File: src/rtl/multicycle_control_fsm_if.sv
// Control/handshake bundle between the multicycle control FSM and the CPU datapath/memory.
// The counter outputs exist only when CTRL_CYCLE_COUNT_EN is defined.
interface multicycle_control_fsm_if #(
  parameter int OPCODE_W = 4,
  parameter int ALU_OP_W = 3
`ifdef CTRL_CYCLE_COUNT_EN
  , parameter int CNT_W  = 16
`endif
);
  logic                start;
  logic                mem_ready;
  logic [OPCODE_W-1:0] opcode;
  logic                alu_zero;

  logic                mem_req;
  logic                mem_we;
  logic                ir_load;
  logic                pc_inc;
  logic                pc_load;
  logic                alu_en;
  logic [ALU_OP_W-1:0] alu_op;
  logic                reg_we;
  logic                busy;
  logic                halted;
  logic                instr_done;
  logic                illegal_op;
`ifdef CTRL_CYCLE_COUNT_EN
  logic [CNT_W-1:0]    cycle_cnt;
  logic [CNT_W-1:0]    instr_cnt;
`endif

  modport master (
    input  start, mem_ready, opcode, alu_zero,
    output mem_req, mem_we, ir_load, pc_inc, pc_load, alu_en, alu_op,
           reg_we, busy, halted, instr_done, illegal_op
`ifdef CTRL_CYCLE_COUNT_EN
    , output cycle_cnt, instr_cnt
`endif
  );

  modport slave (
    output start, mem_ready, opcode, alu_zero,
    input  mem_req, mem_we, ir_load, pc_inc, pc_load, alu_en, alu_op,
           reg_we, busy, halted, instr_done, illegal_op
`ifdef CTRL_CYCLE_COUNT_EN
    , input cycle_cnt, instr_cnt
`endif
  );
endinterface

File: src/rtl/multicycle_control_fsm.sv
// Multicycle CPU control unit: FETCH/DECODE/EXEC/MEM/WB sequencing with a memory ready handshake.
// Optional busy-cycle / retired-instruction counters are enabled by defining CTRL_CYCLE_COUNT_EN.
module multicycle_control_fsm #(
  parameter int OPCODE_W = 4,
  parameter int ALU_OP_W = 3
`ifdef CTRL_CYCLE_COUNT_EN
  , parameter int CNT_W  = 16
`endif
) (
  input  logic                   clk,
  input  logic                   rst,
  multicycle_control_fsm_if.master bus
);

  typedef enum logic [2:0] {
    S_IDLE, S_FETCH, S_DECODE, S_EXEC, S_MEM, S_WB, S_HALT
  } state_t;

  localparam logic [OPCODE_W-1:0] OP_ADD  = OPCODE_W'(0);
  localparam logic [OPCODE_W-1:0] OP_AND  = OPCODE_W'(1);
  localparam logic [OPCODE_W-1:0] OP_LD   = OPCODE_W'(2);
  localparam logic [OPCODE_W-1:0] OP_ST   = OPCODE_W'(3);
  localparam logic [OPCODE_W-1:0] OP_JMP  = OPCODE_W'(4);
  localparam logic [OPCODE_W-1:0] OP_BEQ  = OPCODE_W'(5);
  localparam logic [OPCODE_W-1:0] OP_HALT = OPCODE_W'(6);
  localparam logic [OPCODE_W-1:0] OP_LAST = OPCODE_W'(6);

  state_t              state_q, state_d;
  logic [OPCODE_W-1:0] op_q, op_d;
  logic                opcode_illegal;

  assign opcode_illegal = (bus.opcode > OP_LAST);

  always_comb begin
    state_d = state_q;
    op_d    = op_q;
    case (state_q)
      S_IDLE:   if (bus.start) state_d = S_FETCH;
      S_FETCH:  if (bus.mem_ready) state_d = S_DECODE;
      S_DECODE: begin
        op_d = bus.opcode;
        if (opcode_illegal)             state_d = S_FETCH;
        else if (bus.opcode == OP_HALT) state_d = S_HALT;
        else                            state_d = S_EXEC;
      end
      S_EXEC: begin
        case (op_q)
          OP_ADD, OP_AND: state_d = S_WB;
          OP_LD, OP_ST:   state_d = S_MEM;
          default:        state_d = S_FETCH;
        endcase
      end
      S_MEM: begin
        if (bus.mem_ready) state_d = (op_q == OP_ST) ? S_FETCH : S_WB;
      end
      S_WB:     state_d = S_FETCH;
      S_HALT:   state_d = S_HALT;
      default:  state_d = S_IDLE;
    endcase
  end

  always_ff @(posedge clk) begin
    if (rst) begin
      state_q <= S_IDLE;
      op_q    <= '0;
    end else begin
      state_q <= state_d;
      op_q    <= op_d;
    end
  end

  // Outputs decode from the registered state; only the handshake/flag terms look at live inputs.
  logic                mem_req, mem_we, ir_load, pc_inc, pc_load, alu_en;
  logic [ALU_OP_W-1:0] alu_op;
  logic                reg_we, instr_done, illegal_op;

  always_comb begin
    mem_req    = 1'b0;
    mem_we     = 1'b0;
    ir_load    = 1'b0;
    pc_inc     = 1'b0;
    pc_load    = 1'b0;
    alu_en     = 1'b0;
    alu_op     = '0;
    reg_we     = 1'b0;
    instr_done = 1'b0;
    illegal_op = 1'b0;
    case (state_q)
      S_FETCH: begin
        mem_req = 1'b1;
        ir_load = bus.mem_ready;
        pc_inc  = bus.mem_ready;
      end
      S_DECODE: begin
        illegal_op = opcode_illegal;
        instr_done = opcode_illegal;
      end
      S_EXEC: begin
        alu_en = 1'b1;
        if (op_q == OP_AND)      alu_op = ALU_OP_W'(1);
        else if (op_q == OP_BEQ) alu_op = ALU_OP_W'(2);
        pc_load    = (op_q == OP_JMP) || ((op_q == OP_BEQ) && bus.alu_zero);
        instr_done = (op_q == OP_JMP) || (op_q == OP_BEQ);
      end
      S_MEM: begin
        mem_req    = 1'b1;
        mem_we     = (op_q == OP_ST);
        instr_done = (op_q == OP_ST) && bus.mem_ready;
      end
      S_WB: begin
        reg_we     = 1'b1;
        instr_done = 1'b1;
      end
      default: ;
    endcase
  end

  assign bus.mem_req    = mem_req;
  assign bus.mem_we     = mem_we;
  assign bus.ir_load    = ir_load;
  assign bus.pc_inc     = pc_inc;
  assign bus.pc_load    = pc_load;
  assign bus.alu_en     = alu_en;
  assign bus.alu_op     = alu_op;
  assign bus.reg_we     = reg_we;
  assign bus.instr_done = instr_done;
  assign bus.illegal_op = illegal_op;
  assign bus.busy       = (state_q != S_IDLE) && (state_q != S_HALT);
  assign bus.halted     = (state_q == S_HALT);

`ifdef CTRL_CYCLE_COUNT_EN
  logic [CNT_W-1:0] cycle_cnt_q, cycle_cnt_d;
  logic [CNT_W-1:0] instr_cnt_q, instr_cnt_d;

  // Saturating counters: they stick at all-ones rather than wrapping.
  always_comb begin
    cycle_cnt_d = cycle_cnt_q;
    instr_cnt_d = instr_cnt_q;
    if (bus.busy && !(&cycle_cnt_q)) cycle_cnt_d = cycle_cnt_q + CNT_W'(1);
    if (instr_done && !(&instr_cnt_q)) instr_cnt_d = instr_cnt_q + CNT_W'(1);
  end

  always_ff @(posedge clk) begin
    if (rst) begin
      cycle_cnt_q <= '0;
      instr_cnt_q <= '0;
    end else begin
      cycle_cnt_q <= cycle_cnt_d;
      instr_cnt_q <= instr_cnt_d;
    end
  end

  assign bus.cycle_cnt = cycle_cnt_q;
  assign bus.instr_cnt = instr_cnt_q;
`endif

endmodule
File: src/flat_wrapper.sv
// flat-port wrapper written by rule: the top's interface ports become plain ports
module multicycle_control_fsm_flat 
#(
  parameter int OPCODE_W = 4,
  parameter int ALU_OP_W = 3

)
  (clk, rst, bus_start, bus_mem_ready, bus_opcode, bus_alu_zero, bus_mem_req, bus_mem_we, bus_ir_load, bus_pc_inc, bus_pc_load, bus_alu_en, bus_alu_op, bus_reg_we, bus_busy, bus_halted, bus_instr_done, bus_illegal_op);
  multicycle_control_fsm_if #(.OPCODE_W(OPCODE_W), .ALU_OP_W(ALU_OP_W)) bus_i ();
  input  logic clk;
  input  logic rst;
  input wire logic [$bits(bus_i.start)-1:0] bus_start;
  input wire logic [$bits(bus_i.mem_ready)-1:0] bus_mem_ready;
  input wire logic [$bits(bus_i.opcode)-1:0] bus_opcode;
  input wire logic [$bits(bus_i.alu_zero)-1:0] bus_alu_zero;
  output wire logic [$bits(bus_i.mem_req)-1:0] bus_mem_req;
  output wire logic [$bits(bus_i.mem_we)-1:0] bus_mem_we;
  output wire logic [$bits(bus_i.ir_load)-1:0] bus_ir_load;
  output wire logic [$bits(bus_i.pc_inc)-1:0] bus_pc_inc;
  output wire logic [$bits(bus_i.pc_load)-1:0] bus_pc_load;
  output wire logic [$bits(bus_i.alu_en)-1:0] bus_alu_en;
  output wire logic [$bits(bus_i.alu_op)-1:0] bus_alu_op;
  output wire logic [$bits(bus_i.reg_we)-1:0] bus_reg_we;
  output wire logic [$bits(bus_i.busy)-1:0] bus_busy;
  output wire logic [$bits(bus_i.halted)-1:0] bus_halted;
  output wire logic [$bits(bus_i.instr_done)-1:0] bus_instr_done;
  output wire logic [$bits(bus_i.illegal_op)-1:0] bus_illegal_op;
  assign bus_i.start = bus_start;
  assign bus_i.mem_ready = bus_mem_ready;
  assign bus_i.opcode = bus_opcode;
  assign bus_i.alu_zero = bus_alu_zero;
  assign bus_mem_req = bus_i.mem_req;
  assign bus_mem_we = bus_i.mem_we;
  assign bus_ir_load = bus_i.ir_load;
  assign bus_pc_inc = bus_i.pc_inc;
  assign bus_pc_load = bus_i.pc_load;
  assign bus_alu_en = bus_i.alu_en;
  assign bus_alu_op = bus_i.alu_op;
  assign bus_reg_we = bus_i.reg_we;
  assign bus_busy = bus_i.busy;
  assign bus_halted = bus_i.halted;
  assign bus_instr_done = bus_i.instr_done;
  assign bus_illegal_op = bus_i.illegal_op;
  multicycle_control_fsm #(.OPCODE_W(OPCODE_W), .ALU_OP_W(ALU_OP_W)) u_core (.clk(clk), .rst(rst), .bus(bus_i));
endmodule
File: config.mk
export PLATFORM = sky130hd
export DESIGN_NAME = multicycle_control_fsm_flat
export DESIGN_NICKNAME = d
export VERILOG_FILES = /design/src/rtl/multicycle_control_fsm_if.sv /design/src/rtl/multicycle_control_fsm.sv /design/src/flat_wrapper.sv
export SDC_FILE = /design/constraint.sdc
export NUM_CORES = 1
export LEC_CHECK = 0
export CELL_PAD_IN_SITES_DETAIL_PLACEMENT = 1
export CELL_PAD_IN_SITES_GLOBAL_PLACEMENT = 1
export CORE_UTILIZATION = 30
export DETAILED_ROUTE_END_ITERATION = 6
export PLACE_DENSITY = 0.88
export REMOVE_ABC_BUFFERS = 1
export SYNTH_ARGS = -nofsm -noshare
export SYNTH_HDL_FRONTEND = slang
export SYNTH_SLANG_ARGS = --single-unit
File: constraint.sdc
create_clock -name clk -period 1.9 [get_ports clk]
set_input_delay 0.475 -clock clk [delete_from_list [all_inputs] [get_ports clk]]
set_output_delay 0.475 -clock clk [all_outputs]
set_load 0.005 [all_outputs]
# Word level (Yosys, flattened, before mapping)
# Cells that the tools add are included.
totals:
  regBits: 7
  in_bits: 9
  word_cells: 50
op_classes:
  mux: 19
  n_reduce_logical: 12
  magnitude_cmp: 1
  eq_ne: 16
op_table:
  columns: ["op", "n"]
  rows:
  - ["3-bit two-way mux", 8]
  - ["3-bit one-hot mux with 7 select lines", 1]
  - ["4-bit by 3-bit equality test with 1-bit output, second input constant", 3]
  - ["3-bit equality test, second input constant", 3]
  - ["4-bit by 2-bit equality test with 1-bit output, second input constant", 2]
  - ["1-bit two-way mux", 7]
  - ["3-bit by 2-bit equality test with 1-bit output, second input constant", 2]
  - ["2-bit != test, second input constant", 3]
  - ["3-bit one-hot mux with 2 select lines", 1]
  - ["2-bit OR reduction", 3]
  - ["4-bit by 1-bit equality test with 1-bit output, second input constant", 1]
  - ["4-bit by 3-bit greater-than comparator with 1-bit output, second input constant", 1]
  - ["4-bit zero test", 1]
  - ["1-bit one-hot mux with 4 select lines", 1]
  - ["3-bit by 1-bit equality test with 1-bit output, second input constant", 1]
  - ["1-bit logical AND", 3]
  - ["3-bit zero test", 1]
  - ["3-bit != test, second input constant", 1]
  - ["3-bit AND reduction", 1]
  - ["3-bit nonzero test", 1]
  - ["1-bit logical OR", 2]
  - ["2-bit two-way mux", 1]

# Longest topological paths before layout
logic_depth:
  ltp_word: 4
  ltp_mapped: 4
  mapped_depth_nobuf: 3

# Worst setup path before layout
# No wires, ideal clock.
synth_timing:
  kind: "input to output"
  from: "input bus_opcode[2]"
  to: "output bus_instr_done"
  path_buffers: 0
  setup_slack_ns: 0.408
  t_arrival_ns: 1.017
  stages: 3
  path_cell_list: "a31oi_1 > and2_1 > o32ai_1"
synth_via:
  elab_chain_cells: 2
synth_rtl:
  columns: ["item", "line_no", "text"]
  rows:
  - ["from (decl)", "flat_wrapper.sv:14", "input wire logic [$bits(bus_i.opcode)-1:0] bus_opcode;"]
  - ["4-bit by 3-bit greater-than comparator with 1-bit output", "multicycle_control_fsm.sv:32", "assign opcode_illegal = (bus.opcode > OP_LAST);"]
  - ["1-bit one-hot mux with 4 select lines", "multicycle_control_fsm.sv:88", "case (state_q)"]
  - ["to (decl)", "flat_wrapper.sv:26", "output wire logic [$bits(bus_i.instr_done)-1:0] bus_instr_done;"]
# Every way passes these cells.

# Worst setup path after layout
layout_timing:
  from: "register u_core.op_q[2]"
  to: "output bus_instr_done"
layout_via:
  elab_chain_cells: 3
layout_rtl:
  columns: ["item", "line_no", "text"]
  rows:
  - ["from (decl)", "multicycle_control_fsm.sv:29", "logic [OPCODE_W-1:0] op_q, op_d;"]
  - ["from (signal assigned)", "multicycle_control_fsm.sv:68", "op_q <= op_d;"]
  - ["4-bit by 2-bit equality test with 1-bit output or 4-bit by 3-bit equality test with 1-bit output (tied branches)", "multicycle_control_fsm.sv:108, multicycle_control_fsm.sv:103", null]
  - ["1-bit logical AND or 1-bit logical OR (tied branches)", "multicycle_control_fsm.sv:108, multicycle_control_fsm.sv:103", null]
  - ["1-bit one-hot mux with 4 select lines *", "multicycle_control_fsm.sv:88", null]
# Every way passes the cells marked *; elsewhere a longest branch is shown, timed or not.

==> key figures <==
Outcome
  • Status: finished, violations left
  • Failing checks: negative setup slack

Floorplan
  • Row count: 14
  • CORE AREA: around 1600 um^2
  • Die area: between 1500 and 2000 um^2
  • Initial Util: 33.9%
  • DIE WIDTH: approximately 44 um
  • IO Pins: 23
  • Die Y: 44.2 um

Detailed routing
  • Vias after detailed routing: 731
  • Number of remaining DRC errors: 0
  • Final antenna-violating net count: 0
  • Vias/cell: 5.58
  • Router iterations before antenna repair: 6
  • WL/cell: 19.1 um
  • Initial DRC count: 18
  • Drt total wl: between 2 and 2.5 mm

Setup path
  • Reg2reg start: u_core.state_q[1]
  • Reg-to-reg endpoint: u_core.state_q[1]
  • Most used cell, CP: buf_4
  • CP Capture Point: bus_instr_done
  • CP max FO: 3
  • Critical Path Start: u_core.op_q[2]
  • Crit path launch type: flip-flop
  • Slowest cell delay on critical path: 350 ps
  • Worst setup EP type: output pin
  • Worst r2r path cells: 7
  • CP Class: flip-flop to output pin
  • Reg-to-reg setup timing slack: 370 ps
  • Required @ worst endpoint: 1420 ps
  • CP Cell Sequence: nor3b_4, buf_4, buf_4, a31oi_1, o32ai_2, buf_2
  • Crit path max-delay cell type: dfxtp_4
  • Critical Path AT: 1430 ps

Placement
  • Port buffer count: 21
  • Routability congestion estimate: between 0.7 and 0.8
  • Worst slack, placed: -599 ps
  • DP Wirelength: 1.65 mm

STA
  • Setup Skew: 0.910 ps
  • Post-layout worst setup margin: -5.86 ps
  • Tcrit/Tclk final: 100%
  • Fmax: 0.525 GHz
  • Slew Viols, Final: 0
  • Unrepaired setup endpoints after global routing: true
  • Final setup viols: 1
  • Final hold viol count: 0
  • Post-layout minimum cycle time: 1910 ps

Power
  • VDD IR max: around 0.37 mV
  • Leakage: 0.512 nW
  • Power density over cell area: between 400 and 500 nW/um^2

Synth
  • Post-Syn Area per Cell: about 8.5 um^2
  • Yosys warning count: 0
  • Post-synth EDFFs: 0
  • Cells after Synth: 63
  • Prevailing post-synth register cell: dfxtp_1
  • #FFs+latches synth: 7
  • Sequential fraction of the synthesis area: 26.2%
  • Area leader, netlist: dfxtp_1
  • Synth top area share: 26.2%
  • Mapped Area: ~530 um^2
  • Synth area leaders: dfxtp_1 (26%), mux2i_1 (7.5%), nor2_1 (6.3%)
  • Synth unique cells: 31
  • Post-synth ARST share: 0%

Global routing
  • Total Routing Usage GR: 29.2%
  • Vias in the first global route: around 790
  • Total grt overflow: 0
  • Antenna violations before repair: 0
  • First-pass GRT wire length: 3.98 mm
  • Largest net degree at the start of global routing: 8

CTS
  • CTS Buf Count: 3
  • Hold buffers post-CTS: 0
  • Worst-case clock buffer depth: 2
  • CTS tree: yes
  • Root Driver: clkbuf_4
  • Skew-Pair Late Insertion Delay: 240 ps
  • H-tree depth: 1
  • Num Clock Sinks: 7
  • Clock transition at path regs: 50 ps

Worst hold path
  • Hold crit path type: flip-flop to flip-flop

Layout
  • Final nets: approximately 130
  • FILL cells: 196
  • Share of cells above drive strength 1: 47.0%
  • Multi-input gate area: roughly 380 um^2
  • FF+latch area: 156 um^2
  • Inserted Diodes: 0
  • Post-Route Utilization: 64.2%
  • Area delta synth->final: 89.5%

Run
  • Max_cap viols: 0
-- area by class of cell --
cell class,instances,area share (%)
Timing Repair Buffer,53,41.7
Multi-Input combinational cell,49,37.6
Sequential cell,7,15.5
Clock buffer,4,2.60
Tap cell,16,1.98
Inverter,2,0.742
-- state kept, by name (all words and copies together), names as in the netlist --
register and cells:
u_core.op_q 4, u_core.state_q 3
-- cells in the mapped netlist (2+ instances only) --
master / instances
inv_1: 2
a31oi_1: 2
dfxtp_1: 7
nor3_1: 3
nor3b_2: 2
mux2i_1: 4
buf_4: 2
nand2_1: 4
a21oi_1: 4
nor2_1: 9
buf_6: 2
nor4bb_1: 2
and3_1: 2
-- worst max-delay path, delay by kind of cell (launching register included) --
| family | cells | cell delay, ps |
|---|---|---|
| flip-flops | 1 | 350 |
| AO/OA/AOI/OAI | 2 | 230 |
| AND/OR/NAND/NOR | 1 | 210 |
| buffers and inverters | 3 | 390 |
-- cell usage in the layout (no fill, tap or decap), drive strengths merged, types with 2 or more instances in the layout --
cell type	netlist	layout
nor4bb	2	2
nand2	4	4
a21oi	4	4
dfxtp	7	7
nor2	9	9
mux2i	4	4
buf	5	35
clkbuf	0	6
a31oi	2	2
nor3b	3	3
and3	2	2
inv	2	2
dlygate4sd2	0	11
clkdlybuf4s50	0	3
nor3	3	3
-- metal layers --
metal,up-vias,GRT usage (%),part of all wire [%]
met1,355,31.8,42
li1,334,-,-
met3,10,3.27,2.5
met2,32,52.1,52
met4,0,20.6,3.9
met5,-,0,0
-- worst min path at each step --
stage	from	end	slack (ps)	depth (start not counted)
floorplan	u_core.op_q[0]	u_core.op_q[0]	490	2
global route	u_core.op_q[3]	u_core.op_q[3]	620	2
finish	u_core.op_q[3]	u_core.op_q[3]	610	2
CTS	u_core.op_q[3]	u_core.op_q[3]	590	2
detailed placement	u_core.op_q[3]	u_core.op_q[3]	590	2
global placement	u_core.op_q[3]	u_core.op_q[3]	570	2
-- stage by stage --
step                      instances  hold WS [ps]  power, mW  setup TNS (ps)  area, um^2
after floorplan                  58           487      0.199               0         492
after global placement          119           568      0.277           -1810         902
after detailed placement        119           592      0.284           -2010         902
after CTS                       132           588      0.415           -31.5        1000
after global routing            131           621      0.445           -80.6        1010
final                           131           609      0.421           -5.86        1010
-- what timing repair did --
item / 4_1_cts / 5_1_grt
setup buffers: 9 / 0
resized for setup: 38 / 12
endpoints found under the setup margin: 13 / 6
pin swaps: 4 / 4
-- power breakdown --
part	switching (mW)	internal (mW)	total [mW]
Sequential	0.00734	0.149	0.156
Clock	0.0475	0.0797	0.127
Combinational	0.0611	0.0764	0.137
-- cells by family after synthesis --
kind of cell    Yosys count  share of synthesized area, %
compound gates           13                          18.5
xor+xnor                  1                          1.64
buf+inv                   7                          9.37
flops                     7                          26.2
mux                       4                          7.49
other cells               1                         0.702
simple gates             30                          36.1
(Power assumes the default switching activity.)
